--- src/rtl/fetch_unit.sv ---
// Single-outstanding fetch/load-store port between the core pipeline and the system bus.
// Each of the 4 threads keeps a 1-entry read buffer; writes update any matching buffer in place.
module fetch_unit #(
  parameter logic [31:0] IDLE_WORD = 32'h0000_0001,
  parameter int          TIMEOUT   = 16,
  parameter bit          BUF_EN    = 1'b1
) (
  input  logic        clk,
  input  logic        rst,
  input  logic        f_enable,
  input  logic        write_mode,
  input  logic [31:0] addr,
  input  logic [31:0] data_i,
  input  logic [1:0]  thread,
  output logic [31:0] data_o,
  output logic        ack,
  input  logic        W_CLK,
  input  logic        W_ACK,
  input  logic [31:0] W_DATA_I,
  output logic [31:0] W_DATA_O,
  output logic [31:0] W_ADDR,
  output logic        W_WRITE
);
  localparam int NT = 4;
  localparam int CW = $clog2(TIMEOUT + 1);

  typedef enum logic [1:0] {S_IDLE, S_HIT, S_BUS, S_DONE} state_t;

  state_t           r_state;
  logic [31:0]      r_req_addr, r_req_data;
  logic             r_req_write;
  logic [1:0]       r_req_thread;
  logic [CW-1:0]    r_cnt;
  logic [31:0]      r_data_o, r_w_addr, r_w_data;
  logic             r_ack, r_w_write;
  logic [NT-1:0]    r_vld;
  logic [31:0]      r_tag [NT];
  logic [31:0]      r_dat [NT];

  logic             w_hit;
  logic             w_unused_wclk;

  // W_CLK is the same clock as clk; kept only as a port
  assign w_unused_wclk = W_CLK;

  // Hit is decided on the live request so data_o/ack can update on the accept edge
  assign w_hit = BUF_EN && !write_mode && r_vld[thread] && (r_tag[thread] == addr);

  always_ff @(posedge clk or posedge rst) begin
    if (rst) begin
      r_state      <= S_IDLE;
      r_req_addr   <= '0;
      r_req_data   <= '0;
      r_req_write  <= 1'b0;
      r_req_thread <= '0;
      r_cnt        <= '0;
      r_data_o     <= IDLE_WORD;
      r_ack        <= 1'b0;
      r_w_addr     <= '0;
      r_w_data     <= '0;
      r_w_write    <= 1'b0;
      r_vld        <= '0;
      for (int i = 0; i < NT; i++) begin
        r_tag[i] <= '0;
        r_dat[i] <= '0;
      end
    end else begin
      case (r_state)
        S_IDLE: begin
          r_ack <= 1'b0;
          if (f_enable) begin
            r_req_addr   <= addr;
            r_req_data   <= data_i;
            r_req_write  <= write_mode;
            r_req_thread <= thread;
            if (w_hit) begin
              r_state  <= S_HIT;
              r_data_o <= r_dat[thread];
              r_ack    <= 1'b1;
            end else begin
              r_state   <= S_BUS;
              r_w_addr  <= addr;
              r_w_data  <= data_i;
              r_w_write <= write_mode;
            end
          end
        end
        S_HIT: begin
          r_ack   <= 1'b0;
          r_state <= S_IDLE;
        end
        S_BUS: begin
          if (W_ACK) begin
            r_state   <= S_DONE;
            r_ack     <= 1'b1;
            r_w_write <= 1'b0;
            r_cnt     <= '0;
            if (!r_req_write) begin
              r_data_o <= W_DATA_I;
              if (BUF_EN) begin
                r_vld[r_req_thread] <= 1'b1;
                r_tag[r_req_thread] <= r_req_addr;
                r_dat[r_req_thread] <= W_DATA_I;
              end
            end else begin
              for (int i = 0; i < NT; i++)
                if (r_vld[i] && (r_tag[i] == r_req_addr))
                  r_dat[i] <= r_req_data;
            end
          end else if (r_cnt == CW'(TIMEOUT - 1)) begin
            // Slave never answered: complete with the idle word, leave buffers alone
            r_state   <= S_DONE;
            r_ack     <= 1'b1;
            r_w_write <= 1'b0;
            r_cnt     <= '0;
            r_data_o  <= IDLE_WORD;
          end else begin
            r_cnt <= r_cnt + 1'b1;
          end
        end
        S_DONE: begin
          r_ack   <= 1'b0;
          r_state <= S_IDLE;
        end
        default: r_state <= S_IDLE;
      endcase
    end
  end

  assign data_o   = r_data_o;
  assign ack      = r_ack;
  assign W_ADDR   = r_w_addr;
  assign W_DATA_O = r_w_data;
  assign W_WRITE  = r_w_write;

endmodule

--- config.mk ---
export PLATFORM = sky130hd
export DESIGN_NAME = fetch_unit
export DESIGN_NICKNAME = d
export VERILOG_FILES = /design/src/rtl/fetch_unit.sv
export SDC_FILE = /design/constraint.sdc
export NUM_CORES = 1
export LEC_CHECK = 0
export BUFFER_PORTS_ARGS = -buffer_cell sky130_fd_sc_hd__buf_2
export CAP_MARGIN = 20
export CORE_MARGIN = 3
export CORE_UTILIZATION = 46
export CTS_BUF_LIST = sky130_fd_sc_hd__clkbuf_8
export DETAILED_ROUTE_END_ITERATION = 6
export SETUP_SLACK_MARGIN = 0.05
export SLEW_MARGIN = 30
export SYNTH_ARGS = -nofsm -noshare
export SYNTH_HDL_FRONTEND = slang
export SYNTH_SLANG_ARGS = --single-unit
--- constraint.sdc ---
create_clock -name clk -period 43.4 [get_ports clk]
set_input_delay 10.85 -clock clk [delete_from_list [all_inputs] [get_ports clk]]
set_output_delay 10.85 -clock clk [all_outputs]
set_load 0.01 [all_outputs]
# [After elaboration in Yosys (flattened, before gate mapping)]
# Index checks and enable logic that the tools add are counted.
[op_classes] eq_ne=18 order_cmp=6 shift=0 n_reduce_logical=22 add_sub_neg=1 n_div=0 n_mux=42 multipliers=0 bitwise=5
[ops] op="two-way mux 32 bit" n=14
[ops] op="bitwise mux 128 bit" n=2
[ops] op="== test 32 bit" n=5
[ops] op="binary-select mux 32 bit (select 2 bit)" n=2
[ops] op="two-way mux 128 bit" n=1
[ops] op="demux 32 bit (select 2 bit)" n=1
[ops] op="case mux 32 bit (2 select lines)" n=1
[ops] op="AND reduction 3 bit" n=6
[ops] op="two-way mux 1 bit" n=10
[ops] op="two-way mux 5 bit" n=2
[ops] op="logical AND 1 bit" n=8
[ops] op="two-way mux 2 bit" n=4
[ops] op="!= test 2 x 1 -> 1 bit (second input constant)" n=4
[ops] op=">= comparator 3 bit (second input constant)" n=2
[ops] op="less-than comparator 2 x 3 -> 1 bit (second input constant)" n=2
[ops] op="!= test 2 bit (second input constant)" n=3
[ops] op="!= test 3 bit (second input constant)" n=2
[ops] op="NOT 2 -> 3 bit" n=2
[ops] op="case mux 2 bit (3 select lines)" n=1
[ops] op="adder 5 x 1 -> 5 bit (second input constant)" n=1
[ops] op="== test 5 x 4 -> 1 bit (second input constant)" n=1
[ops] op="AND reduction 5 bit" n=1
[ops] op="== test 2 bit (second input constant)" n=2
[ops] op="bitwise OR 4 bit" n=1
[ops] op="other kinds (14)" n=16
[word_totals] out_inout_bits=98 mem_bits_ro=0 register_bits=432 memories=0 ramBits=0 wordCells=114 latchBits=0

# [Longest topological paths before layout]
[logic_depth] ltp_word=9 mapped_depth=11

# [Least setup slack after synthesis]
# No wires, ideal clock.
[synth_path] path_kind="in2reg" start="in thread[0]" end="reg r_data_o[10], in the netlist data_o[10]" setup_slack_ns=30.151 arrival_time_ns=13.122 stages=9 n_path_buf=2 required_time_ns=43.272 cell_sequence="buf_2 -> mux4_2 -> xnor2_1 -> nand4_1 -> nor4_2 -> a41oi_1 -> nor2_2 -> buf_4 -> mux2_1"
[synth_between] elab_chain_cells=8
[synth_lines] element="start: declaration" line_no="14" source="input logic [1:0] thread,"
[synth_lines] element="NOT 2 -> 3 bit (implied by the code)" line_no="47, 78"
[synth_lines] element="binary-select mux 32 bit (select 2 bit)" line_no="47" source="assign w_hit = BUF_EN && !write_mode && r_vld[thread] && (r_tag[thread] == addr);"
[synth_lines] element="two-way mux 32 bit (implied by the code) (2 in a row)" line_no="47"
[synth_lines] element="== test 32 bit" line_no="47"
[synth_lines] element="logical AND 1 bit" line_no="47"
[synth_lines] element="!= test 2 bit (no line)"
[synth_lines] element="AND reduction 5 bit (no line)"
[synth_lines] element="end signal: assignment" line_no="78" source="r_data_o <= r_dat[thread];"
[synth_lines] element="end: declaration" line_no="34" source="logic [31:0] r_data_o, r_w_addr, r_w_data;"
# Parallel ways exist; a longest one is shown, timed or not. The select of a mux whose other input is x is not followed.
# A chain may end at the register's enable or synchronous reset.

# [Worst setup path in the final report]
[layout_path] start="in thread[0]" end="reg r_data_o[21], in the netlist data_o[21]"
# The elaborated chain is that of the path after synthesis.

==> flow_summary.json <==
{
  "cpPeakStageDelay_ns": 0.60,
  "finalPower_w": 0.00189,
  "yosysMostFrequentCell": "dfrtp_1",
  "nets": 1801,
  "cts.path.max_buffers": 3,
  "syn_inst": 1519,
  "vdd_drop_max_uv": 45.5,
  "synthesis.area_mm2": 0.0209,
  "crit_buf_inv": 4,
  "power_density_mw_per_mm2": 78.9,
  "dr_total_vias": 13600,
  "critPathTopFamily": "buffers and inverters",
  "synth_top_family_by_area": "multiplexers",
  "hpwl_um": 33800,
  "detail_route.vias_per_cell": 5.82,
  "rsz0062_at_grt": "no",
  "synthMuxAreaShare_pct": 27.8,
  "crit_chain": "buf_4 > buf_4 > buf_12 > mux4_2 > xnor2_1 > nand4_1 > nor4_2 > a41oi_1 > nor2_4 > buf_4 > mux2_1",
  "postCtsHoldBufs": 0,
  "grt-ovfl-total": 0,
  "design_area_mm2": 0.0239,
  "setup_viol": 0,
  "synth_area_per_cell_um2": 13.8,
  "grt_max_degree": 118,
  "cts_sinks": 432,
  "post_cts_resized": 0,
  "synth-seq-area-share_pct": 51.7,
  "drtIter0Drc": 1004,
  "synth_fa_ha_area_share_pct": 0.0598,
  "wl_per_cell_um": 23.7,
  "track_usage_pct": 23.4,
  "core_mm2": 0.0446,
  "rows": 77,
  "layout-drive-gt1-share_pct": 43.8,
  "n_fill_cell": 3830,
  "synth_commonest_cells": "dfrtp_1 (431), mux2_2 (357), a22o_1 (128)",
  "worst_slew_pin_slew_ns": 1.02,
  "holdWs_ns": 0.476,
  "yosys.area_share.xor_xnor_pct": 6.78,
  "place_congestion": 0.866,
  "route.met2.wl_um": 26400,
  "htree_levels": 3,
  "final-max-slew-violation-count": 0,
  "die_x_um": 219,
  "min_path_type": "reg -> reg",
  "cp_max_fo": 31,
  "cts_buffers": 78,
  "worstSetupEndpointType": "flip-flop",
  "first_pass_iters": 5,
  "grt_pass1_vias": 14100,
  "tritoncts": "yes",
  "worstPathArrival_ns": 15.09,
  "timing.critical_path.mode_cell": "buf_4",
  "synth-simple-area-share_pct": 3.17,
  "wl_um": 55400,
  "synth_top_area_share_pct": 51.5,
  "cap_viol_max_count": 0,
  "setup_tns_ns": 0,
  "root_buffer": "clkbuf_8",
  "post-cts-setup-buffer-count": 0,
  "synthTopCellsByArea": "dfrtp_1 (52%), mux2_2 (19%), mux4_2 (6.8%)",
  "worstSetupPathType": "in -> reg",
  "crit_slowest_cell": "nor4_2",
  "synth_compound_area_share_pct": 7.91,
  "fin_crit_sh_pct": 33.6,
  "clk_pin_slew_ns": 0.06,
  "synth-main-ff-cell": "dfrtp_1",
  "fin_crit_ns": 14.58,
  "wl_met1_um": 24600,
  "yosys_warnings": 0,
  "ys_seq_elements": 432,
  "portBuffers": 200,
  "antenna_left": 0,
  "fp.dieH_um": 219,
  "initial_utilization_pct": 46.9,
  "wl_met3_um": 3070,
  "p_leak_nw": 10.7,
  "crit_path_start_kind": "input pin",
  "drc_errors": 0,
  "max_freq_mhz": 68.6,
  "grt_pass1_wl_um": 85300,
  "ioPinCount": 202,
  "top_layer": "met5",
  "syn_to_final_growth_pct": 14.4,
  "async_reset_ff_share_pct": 100,
  "hold_viol": 0,
  "clk_latency_ns": 0.64,
  "fin_util_pct": 53.7,
  "required_ns": 43.91,
  "syn_nets": 1624,
  "place_area_mm2": 0.0224,
  "synth_cell_types": 43,
  "outcome": "completed",
  "fin_skew_ns": 0.0246,
  "die_area_mm2": 0.0481,
  "synth_edf_count": 0,
  "yosys.area.top_type": "dfrtp_1",
  "slew_headroom_pct": 32.0,
  "antenna_found_initial": 3
}
worst paths after layout:
path                                         from  depth (start not counted)                       end  slack [ns]
hold reg to reg            data_o[12]$_DFFE_PP0P_                          1    data_o[12]$_DFFE_PP0P_        0.48
min in group asynchronous                     rst                          2  W_DATA_O[21]$_DFFE_PP0P_       10.37
hold / removal             data_o[12]$_DFFE_PP0P_                          1    data_o[12]$_DFFE_PP0P_        0.48
setup reg to reg            r_tag[12]$_DFFE_PP0P_                          8    data_o[21]$_DFFE_PP0P_       39.84
setup / recovery                        thread[0]                         11    data_o[21]$_DFFE_PP0P_       28.82
max in group asynchronous                     rst                          4     r_tag[50]$_DFFE_PP0P_       31.17
routing by layer:
metal  up-vias  global-route usage, %
met1      7161                   32.3
met2       359                   37.1
met5         -                      0
met3        99                   4.62
li1       5990                      -
met4         2                   7.84
cells in the final DEF, fill, tap and decap left out, types with 4 or more instances in the layout:
cell      synthesis  layout
a21oi_1          33      33
a22o_1          128     128
a22oi_1          32      32
buf_2             9     199
buf_4            10      21
buf_6             1       4
clkbuf_8          0      97
dfrtp_1         431     430
inv_1             3      28
mux2_1           30      30
mux2_2          357     357
mux2i_1           4       4
mux4_2           63      63
nand2_1          12      12
nand2b_1          6       6
nand3_1           8       8
nand4_1          26      26
nor2_1           38      37
nor3_1            5       4
nor4_1           18      18
o21ai_0           7       7
xnor2_1          95      95
xor2_1           67      67
metrics by stage:
stage          instances  setup slack, ns
2_1_floorplan       1519            20.52
3_3_place_gp        2207            27.79
3_5_place_dp        2207            27.99
4_1_cts             2337            28.66
5_1_grt             2338            28.58
6_report            2340            28.82
power by group:
part / internal, W / switching, W / leakage (nW)
clock: 0.000205 / 0.000168 / 0.867
sequential: 0.000599 / 0.000181 / 5.35
combinational: 0.000397 / 0.000339 / 4.45
total: 0.00120 / 0.000688 / 10.7
cell type report:
cell class | count | area, um2 | area share [%]
timing repair buffer | 225 | 1220 | 5.09
tap | 592 | 741 | 3.09
inverter | 3 | 18.8 | 0.0784
clock buffer | 97 | 1340 | 5.58
antenna | 2 | 5.00 | 0.0209
multi-input combinational | 956 | 9630 | 40.2
clock inverter | 33 | 166 | 0.695
sequential | 432 | 10800 | 45.2
flip-flops by register name, indices dropped and copies added (netlist names), 4 cells and up:
register    count
data_o         32
r_req_data     32
r_cnt           5
W_DATA_O       32
r_dat         128
W_ADDR         32
r_req_addr     32
r_vld           4
r_tag         128
logic make-up after synthesis:
logic type / count (synthesis)
multiplexers: 454
flip-flops: 432
AO/OA/AOI/OAI: 213
XOR/XNOR: 162
buffers and inverters: 131
AND/OR/NAND/NOR: 126
adder cells (fa/ha/maj): 1
No activity file was read; power rests on OpenSTA's default activity.
